<file path="src/rtl/stream_mux_arb_if.sv">
// stream_mux_arb_if: handshake/data bundle between N producers, the mux and one consumer.
//   master : the mux view (drives In_Ready_o and the registered output stage)
//   slave  : the environment view (producers + consumer)
//   Mode_i / Selector_i   - selection mode and fixed-mode channel index
//   In_Valid_i / In_Data_i / In_Ready_o - per-channel input handshakes, channel k at [k*NBits +: NBits]
//   Out_Valid_o / Out_Data_o / Out_Channel_o / Out_Ready_i - output handshake
interface stream_mux_arb_if #(
  parameter int NBits     = 32,
  parameter int NChannels = 4,
  parameter int SelBits   = $clog2(NChannels)
);
  logic                        Mode_i;
  logic [SelBits-1:0]          Selector_i;
  logic [NChannels-1:0]        In_Valid_i;
  logic [NChannels*NBits-1:0]  In_Data_i;
  logic [NChannels-1:0]        In_Ready_o;
  logic                        Out_Valid_o;
  logic [NBits-1:0]            Out_Data_o;
  logic [SelBits-1:0]          Out_Channel_o;
  logic                        Out_Ready_i;

  modport master (
    input  Mode_i, Selector_i, In_Valid_i, In_Data_i, Out_Ready_i,
    output In_Ready_o, Out_Valid_o, Out_Data_o, Out_Channel_o
  );

  modport slave (
    output Mode_i, Selector_i, In_Valid_i, In_Data_i, Out_Ready_i,
    input  In_Ready_o, Out_Valid_o, Out_Data_o, Out_Channel_o
  );
endinterface

</file>
<file path="src/rtl/stream_mux_arb.sv">
// stream_mux_arb: N-channel registered stream mux with fixed-select or round-robin arbitration.
//   clk   - system clock
//   reset - synchronous, active-high
//   bus   - stream_mux_arb_if.master (selection controls, per-channel inputs, registered output)
// One output register; In_Ready_o is combinational from Out_Ready_i (no skid buffer).

// Per-channel ready: asserted only for the granted channel.
module stream_mux_arb_lane #(
  parameter int SelBits = 2,
  parameter int K       = 0
) (
  input  logic               grant_en,
  input  logic [SelBits-1:0] win,
  output logic               rdy
);
  assign rdy = grant_en && (win == SelBits'(K));
endmodule

module stream_mux_arb #(
  parameter int NBits     = 32,
  parameter int NChannels = 4
) (
  input logic              clk,
  input logic              reset,
  stream_mux_arb_if.master bus
);
  localparam int SelBits = $clog2(NChannels);

  logic [NChannels-1:0][NBits-1:0] ch_data;
  logic [SelBits-1:0]              ptr;
  logic [SelBits-1:0]              win;
  logic                            win_vld;
  logic                            load;
  logic                            grant_en;
  logic                            out_vld;
  logic [NBits-1:0]                out_data;
  logic [SelBits-1:0]              out_ch;
  int                              idx;

  assign ch_data = bus.In_Data_i;
  assign load    = !out_vld || bus.Out_Ready_i;

  // Winner: fixed index when in range and valid; otherwise first valid
  // channel scanning ptr+1 .. ptr (wrapping), so the last grant goes last.
  always_comb begin
    win_vld = 1'b0;
    win     = '0;
    idx     = 0;
    if (!bus.Mode_i) begin
      if (int'(bus.Selector_i) < NChannels && bus.In_Valid_i[bus.Selector_i]) begin
        win_vld = 1'b1;
        win     = bus.Selector_i;
      end
    end else begin
      for (int i = 1; i <= NChannels; i++) begin
        idx = int'(ptr) + i;
        if (idx >= NChannels) idx = idx - NChannels;
        if (!win_vld && bus.In_Valid_i[idx[SelBits-1:0]]) begin
          win_vld = 1'b1;
          win     = idx[SelBits-1:0];
        end
      end
    end
  end

  // Ready held low during reset so nothing is consumed that reset would discard.
  assign grant_en = load && win_vld && !reset;

  for (genvar k = 0; k < NChannels; k++) begin : g_lane
    stream_mux_arb_lane #(.SelBits(SelBits), .K(k)) u_lane (
      .grant_en (grant_en),
      .win      (win),
      .rdy      (bus.In_Ready_o[k])
    );
  end

  always_ff @(posedge clk) begin
    if (reset) begin
      out_vld  <= 1'b0;
      out_data <= '0;
      out_ch   <= '0;
      ptr      <= SelBits'(NChannels - 1);
    end else if (load) begin
      if (win_vld) begin
        out_vld  <= 1'b1;
        out_data <= ch_data[win];
        out_ch   <= win;
        ptr      <= win;   // tracked in fixed mode too, so RR resumes fairly
      end else begin
        out_vld  <= 1'b0;
      end
    end
  end

  assign bus.Out_Valid_o   = out_vld;
  assign bus.Out_Data_o    = out_data;
  assign bus.Out_Channel_o = out_ch;
endmodule

</file>
<file path="src/flat_wrapper.sv">
// flat-port wrapper written by rule: the top's interface ports become plain ports
module stream_mux_arb_flat 
#(
  parameter int NBits     = 32,
  parameter int NChannels = 4
)
  (clk, reset, bus_Mode_i, bus_Selector_i, bus_In_Valid_i, bus_In_Data_i, bus_Out_Ready_i, bus_In_Ready_o, bus_Out_Valid_o, bus_Out_Data_o, bus_Out_Channel_o);
  stream_mux_arb_if #(.NBits(NBits), .NChannels(NChannels)) bus_i ();
  input logic clk;
  input logic reset;
  input wire logic [$bits(bus_i.Mode_i)-1:0] bus_Mode_i;
  input wire logic [$bits(bus_i.Selector_i)-1:0] bus_Selector_i;
  input wire logic [$bits(bus_i.In_Valid_i)-1:0] bus_In_Valid_i;
  input wire logic [$bits(bus_i.In_Data_i)-1:0] bus_In_Data_i;
  input wire logic [$bits(bus_i.Out_Ready_i)-1:0] bus_Out_Ready_i;
  output wire logic [$bits(bus_i.In_Ready_o)-1:0] bus_In_Ready_o;
  output wire logic [$bits(bus_i.Out_Valid_o)-1:0] bus_Out_Valid_o;
  output wire logic [$bits(bus_i.Out_Data_o)-1:0] bus_Out_Data_o;
  output wire logic [$bits(bus_i.Out_Channel_o)-1:0] bus_Out_Channel_o;
  assign bus_i.Mode_i = bus_Mode_i;
  assign bus_i.Selector_i = bus_Selector_i;
  assign bus_i.In_Valid_i = bus_In_Valid_i;
  assign bus_i.In_Data_i = bus_In_Data_i;
  assign bus_i.Out_Ready_i = bus_Out_Ready_i;
  assign bus_In_Ready_o = bus_i.In_Ready_o;
  assign bus_Out_Valid_o = bus_i.Out_Valid_o;
  assign bus_Out_Data_o = bus_i.Out_Data_o;
  assign bus_Out_Channel_o = bus_i.Out_Channel_o;
  stream_mux_arb #(.NBits(NBits), .NChannels(NChannels)) u_core (.clk(clk), .reset(reset), .bus(bus_i));
endmodule
</file>
<file path="config.mk">
export PLATFORM = sky130hd
export DESIGN_NAME = stream_mux_arb_flat
export DESIGN_NICKNAME = d
export VERILOG_FILES = /design/src/rtl/stream_mux_arb_if.sv /design/src/rtl/stream_mux_arb.sv /design/src/flat_wrapper.sv
export SDC_FILE = /design/constraint.sdc
export NUM_CORES = 1
export LEC_CHECK = 0
export CAP_MARGIN = 20
export CORE_MARGIN = 4
export CORE_UTILIZATION = 40
export CTS_CLUSTER_DIAMETER = 40
export DETAILED_ROUTE_END_ITERATION = 10
export PLACE_DENSITY = 0.87
export SYNTH_ARGS = -nofsm -noshare
export SYNTH_HDL_FRONTEND = slang
export SYNTH_HIERARCHICAL = 1
export SYNTH_SLANG_ARGS = --single-unit
</file>
<file path="constraint.sdc">
create_clock -name clk -period 5.9 [get_ports clk]
set_input_delay 0.885 -clock clk [delete_from_list [all_inputs] [get_ports clk]]
set_output_delay 0.885 -clock clk [all_outputs]
set_load 0.05 [all_outputs]
</file>
== Yosys cells after proc, flatten, opt, wreduce, memory -nomap -nowiden ==
Cells that the tools add are included.

* Flip-flop bits (word level): 37
* Input port bits: 138
* Output and inout bits: 39
* Word-level logic and storage cells: 78

* Add/sub/neg operators: 8
* Order comparisons: 10
* Equal/unequal tests: 3
* Muxes and demuxes: 36
* Reductions and logical operators: 17

{| class="wikitable"
|+ Operator list
! cell !! count
|-
| $bmux 32 s2 || 1
|-
| $mux 32 || 1
|-
| $mux 2 || 14
|-
| $lt 2x3->1 const B || 6
|-
| $mux 1 || 15
|-
| $bmux 1 s2 || 5
|-
| $ge 3x3->1 const B || 3
|-
| $logic_and 1x1->1 || 9
|-
| $sub 2x1->2 const B || 4
|-
| $add 2x2->3 const B || 2
|-
| $logic_not 1->1 || 5
|-
| $add 2x3->4 const B || 1
|-
| $eq 2x2->1 const B || 2
|-
| $ge 4x3->1 const B || 1
|-
| $add 2x1->3 const B || 1
|-
| $eq 2x1->1 const B || 1
|-
| $logic_not 2->1 || 1
|-
| $reduce_and 2->1 || 1
|-
| $logic_or 1x1->1 || 1
|}

== Longest topological paths before layout ==
* Depth in word-level cells: 23
* Depth in mapped cells: 8
* Depth with buffers taken out: 6

== By module ==
Netlist, hierarchy kept.

{| class="wikitable"
|+ By module, submodules not included
! module !! instances !! cells an instance !! area an instance (sq um) !! seq. area each (sq um)
|-
| stream_mux_arb || 1 || 337 || 2743.9 || 740.7
|-
| stream_mux_arb_lane (u_core.g_lane[1].u_lane ...) || 2 || 1 || 8.8 || 0.0
|-
| stream_mux_arb_lane (u_core.g_lane[0].u_lane) || 1 || 1 || 12.5 || 0.0
|-
| stream_mux_arb_lane (u_core.g_lane[3].u_lane) || 1 || 1 || 6.3 || 0.0
|}

== Least setup slack after synthesis ==
No wires, ideal clock.

* Path kind: input-to-output
* Start: in bus_In_Valid_i[3]
* End: out bus_In_Ready_o[0]
* Data arrival time: 2.584 ns
* Required time: 5.015 ns
* Slack: 2.431 ns
* Stages on the path: 7
* Path buffers: 2
* Cell sequence: buf_4 mux4_2 mux2i_1 nand2b_2 nor2_2 buf_2 nor3b_2

* Cells in the longest elaborated chain, start to end: 19
* Elaborated cells on any way between the ends: 35
* Classes of those cells: 25 x mux; 10 x reduce/logical

{| class="wikitable"
|+ Ends and longest elaborated chain
! item !! line !! source
|-
| from (decl) || flat_wrapper.sv:13 || <nowiki>input wire logic [$bits(bus_i.In_Valid_i)-1:0] bus_In_Valid_i;</nowiki>
|-
| $bmux 1 s2 || stream_mux_arb.sv:58 || <nowiki>if (!win_vld && bus.In_Valid_i[idx[SelBits-1:0]]) begin</nowiki>
|-
| $mux 1 (not written as such) || stream_mux_arb.sv:58 ||
|-
| $mux 1 || stream_mux_arb.sv:58 ||
|-
| $mux 1 || stream_mux_arb.sv:49 || <nowiki>if (!bus.Mode_i) begin</nowiki>
|-
| $logic_not 1->1 || stream_mux_arb.sv:58 ||
|-
| $logic_and 1x1->1 || stream_mux_arb.sv:58 ||
|-
| $mux 1 || stream_mux_arb.sv:58 ||
|-
| $mux 1 || stream_mux_arb.sv:49 ||
|-
| [3 not listed] || - ||
|-
| $mux 1 || stream_mux_arb.sv:49 ||
|-
| $logic_not 1->1 || stream_mux_arb.sv:58 ||
|-
| $logic_and 1x1->1 || stream_mux_arb.sv:58 ||
|-
| $mux 1 || stream_mux_arb.sv:58 ||
|-
| $mux 1 * || stream_mux_arb.sv:49 ||
|-
| $logic_and 1x1->1 * (2 in a row) || stream_mux_arb.sv:67 || <nowiki>assign grant_en = load && win_vld && !reset;</nowiki>
|-
| named net u_core.grant_en || stream_mux_arb.sv:34 || <nowiki>logic grant_en;</nowiki>
|-
| $logic_and 1x1->1 * || stream_mux_arb.sv:16 || <nowiki>assign rdy = grant_en && (win == SelBits'(K));</nowiki>
|-
| to (decl) || flat_wrapper.sv:16 || <nowiki>output wire logic [$bits(bus_i.In_Ready_o)-1:0] bus_In_Ready_o;</nowiki>
|}

Mark *: on every way through the listed nets, which the timed path passes. The rest lies on a longest branch. The select of a mux whose other input is x is not followed.

== Final worst setup path ==
* Start: in bus_In_Valid_i[3]
* End: out bus_In_Ready_o[2]

* Cells in the longest elaborated chain, start to end: 19
* Elaborated cells on any way between the ends: 35
* Classes of those cells: 1 x eq/ne; 25 x mux; 9 x reduce/logical

{| class="wikitable"
|+ Ends and longest elaborated chain
! item !! line
|-
| $bmux 1 s2 || stream_mux_arb.sv:58
|-
| $mux 1 (not written as such) || stream_mux_arb.sv:58
|-
| $mux 1 || stream_mux_arb.sv:58
|-
| $mux 1 || stream_mux_arb.sv:49
|-
| $logic_not 1->1 || stream_mux_arb.sv:58
|-
| $logic_and 1x1->1 || stream_mux_arb.sv:58
|-
| $mux 1 || stream_mux_arb.sv:58
|-
| $mux 1 || stream_mux_arb.sv:49
|-
| [2 not listed] || -
|-
| $mux 1 || stream_mux_arb.sv:58
|-
| $mux 1 || stream_mux_arb.sv:49
|-
| $logic_not 1->1 || stream_mux_arb.sv:58
|-
| $logic_and 1x1->1 || stream_mux_arb.sv:58
|-
| $mux 1 || stream_mux_arb.sv:58
|-
| $mux 1 || stream_mux_arb.sv:49
|-
| $logic_and 1x1->1 (2 in a row) || stream_mux_arb.sv:67
|-
| $logic_and 1x1->1 * || stream_mux_arb.sv:16
|}

Every way passes the cells marked *; elsewhere a longest branch is shown, timed or not. The select of a mux whose other input is x is not followed.

==> run summary <==
run status = finished, final reports clean
RSZ-0062 raised after global routing = no
TritonCTS Buffers = 5
Die Height = 91.4 um
measured slew at the worst slew-check pin = 0.803 ns
CTS max path bufs = 2
vias in the first global route = 3100
post-DR wirelength/cell = 16.7 um
vias per cell = 5.50
Synth warnings = 6
syn avg cell area = 8.15 um^2
first drt pass iteration count = 4
CTS clk-pin slew, worst paths = 0.07 ns
Clock Root Buffer = clkbuf_8
n_diodes = 0
sequential cell area = 741 um^2
share of layout cells above drive strength 1 = 0.100
area of the multi-input gates = 1590 um^2
min cycle time layout = 4.40 ns
Area Growth Syn to Fin = 65.8%
largest net degree at the start of global routing = 66
total global routing overflow = 0
max-cap violations = 0
vias = 3178
WL final = 9.67 mm
I/O Buffers = 176
# rows = 30
post-synthesis cell count = 341
Total GRT Usage = 0.220
initial antenna violation count = 0
Final HPWL DP = 7.06 mm
Crit path max-delay family = buffers and inverters
Distinct cells, synth = 33
#FFs+latches synth = 37
Initial Utilization = 0.411
area share of xor/xnor cells in the synthesized design = 0
Worst Setup Path Type = input pin to primary output
WP data required = 5.02 ns
DRT iter0 DRCs = 169
Setup crit end kind = primary output
period utilization = 0.746
largest family of logic cells by synthesized area = compound AO/OA/AOI/OAI gates
placed inst area = 4490 um^2
worst vdd ir = 0.115 mV
num ports = 177
Buf+Inv Stages, Crit Path = 2
Fin. Hold Viols = 0
net count after synthesis = 479
Die W = 91.4 um
mux cell area share after synthesis = 0.0234
CP startpoint kind = input pin
post-synthesis compound-gate area fraction = 0.408
hold buffer count at CTS = 0
Final nets = 635
most repeated library cell on the critical path = clkdlybuf4s50_1
most common cell after layout, fill and taps aside = clkdlybuf4s50_1
setup tns final = 0 ns
Remaining DRCs = 0
Final ANT Viol Nets = 0
RD Place Congestion = 0.866
clk_lat worst skew = 0.29 ns
Worst EP arrival = 3.52 ns
filler cell count = 563
Slew HR = 0.464
first-pass GRT wire length = 15.2 mm
Crit-path slowest cell = clkdlybuf4s50_1
Post-Syn Area = 2780 um^2
adder-cell share of the synthesized area = 0
Final setup viols = 0
Slew Limit Fails = 0
Peak Freq = 227 MHz
most frequent cells in the layout = 176 x clkdlybuf4s50_1, 71 x nand2_1, 66 x inv_1
Post CTS Setup Buffer Count = 0
post-CTS sizing = 0
setup ws final = 1.50 ns
register area share after synthesis = 0.266
P per Cell Area = 220 nW/um^2
htree depth = 2
CTS sink cnt = 37
Worst Hold Class = register to register
pre-CTS setup slack = 1.12 ns
die area = 8350 um^2
CP Cell Sequence = clkdlybuf4s50_1, a21bo_2, a221oi_2, o21a_4, and3b_1, clkdlybuf4s50_1
core area = 6760 um^2
Clock Skew = 0.00249 ns
CTS tree = done
Crit Path Max Fanout = 10
final instance area = 4610 um^2
Synth Area in Simple Gates = 0.137
Pleak = 1.88 nW
Largest stage delay, worst path = 0.81 ns
[final timing paths]
check / start / to / slack [ns] / depth (start not counted)
worst min-delay path: u_core/bus.Out_Channel_o[1] / u_core/bus.Out_Channel_o[1] / 0.46 / 2
worst max-delay path: bus_In_Valid_i[3] / bus_In_Ready_o[2] / 1.50 / 6
worst min register to register: u_core/bus.Out_Channel_o[1] / u_core/bus.Out_Channel_o[1] / 0.46 / 2
worst max register to register: u_core/ptr[1] / u_core/bus.Out_Data_o[29] / 3.23 / 6
[worst min-delay path: stages, from the launching register on]
cell,delay (ns)
dfxtp_1,0.31
nand2_1,0.05
a21oi_1,0.05
[cells in the mapped netlist, drive strengths merged]
| cell type | n | area, um^2 |
|---|---|---|
| nand2b | 4 | 27.5 |
| o2111ai | 1 | 15.0 |
| nor3b | 1 | 12.5 |
| a21bo | 1 | 10.0 |
| nand3b | 1 | 7.51 |
| mux4 | 1 | 22.5 |
| a21oi | 7 | 35.0 |
| inv | 67 | 251 |
| o21bai | 3 | 22.5 |
| nor2 | 3 | 18.8 |
| or4b | 1 | 10.0 |
| mux2i | 2 | 20.0 |
| nor2b | 1 | 6.26 |
| mux2 | 2 | 22.5 |
| a21o | 1 | 7.51 |
| a221oi | 1 | 15.0 |
| o21a | 1 | 15.0 |
| clkbuf | 10 | 37.5 |
| or4 | 1 | 7.51 |
| dfxtp | 37 | 741 |
| buf | 24 | 170 |
| nand2 | 71 | 267 |
| o221ai | 65 | 694 |
| and3b | 2 | 17.5 |
| a32o | 32 | 320 |
| and3 | 1 | 6.26 |
[area by class of cell]
type,instances,area share
repair buffers,183,0.396
inverters,67,0.0545
clock buffers,7,0.0209
flip-flops and latches,37,0.161
well taps,80,0.0217
clock inverters,1,0.00109
multi-input cells,203,0.345
[report_power, final]
part	switching, mW	internal, mW	leakage [nW]
clock network	0.0929	0.106	0.0542
logic	0.290	0.220	1.52
registers	0.0195	0.284	0.306
[kinds of logic after synthesis]
group | Yosys count
AO/OA/AOI/OAI | 112
buffers and inverters | 101
flip-flops | 37
multiplexers | 5
AND/OR/NAND/NOR | 86
[per-layer routing]
layer	up-vias	part of all wire	track usage	routed length, um
met2	118	0.52	0.403	5000
met3	8	0.069	0.0597	670
met1	1488	0.40	0.255	3910
met5	-	0	0	0
met4	0	0.0092	0.0452	89
li1	1564	-	-	-
[sequential cells by signal (all words and copies together), names as in the netlist]
signal,count
u_core/bus.Out_Data_o,32
u_core/bus.Out_Channel_o,2
u_core/bus.Out_Valid_o,1
u_core/ptr,2
[through the flow]
step	instances	power [mW]	util	hold WS [ns]
2_1_floorplan	341	0.627	-	0.521
3_3_place_gp	569	0.806	0.664	0.446
3_5_place_dp	569	0.817	0.664	0.451
4_1_cts	577	1.02	0.679	0.462
5_1_grt	578	1.06	0.682	0.477
6_report	578	1.01	0.682	0.460
Power figures use the tool's default switching activity.
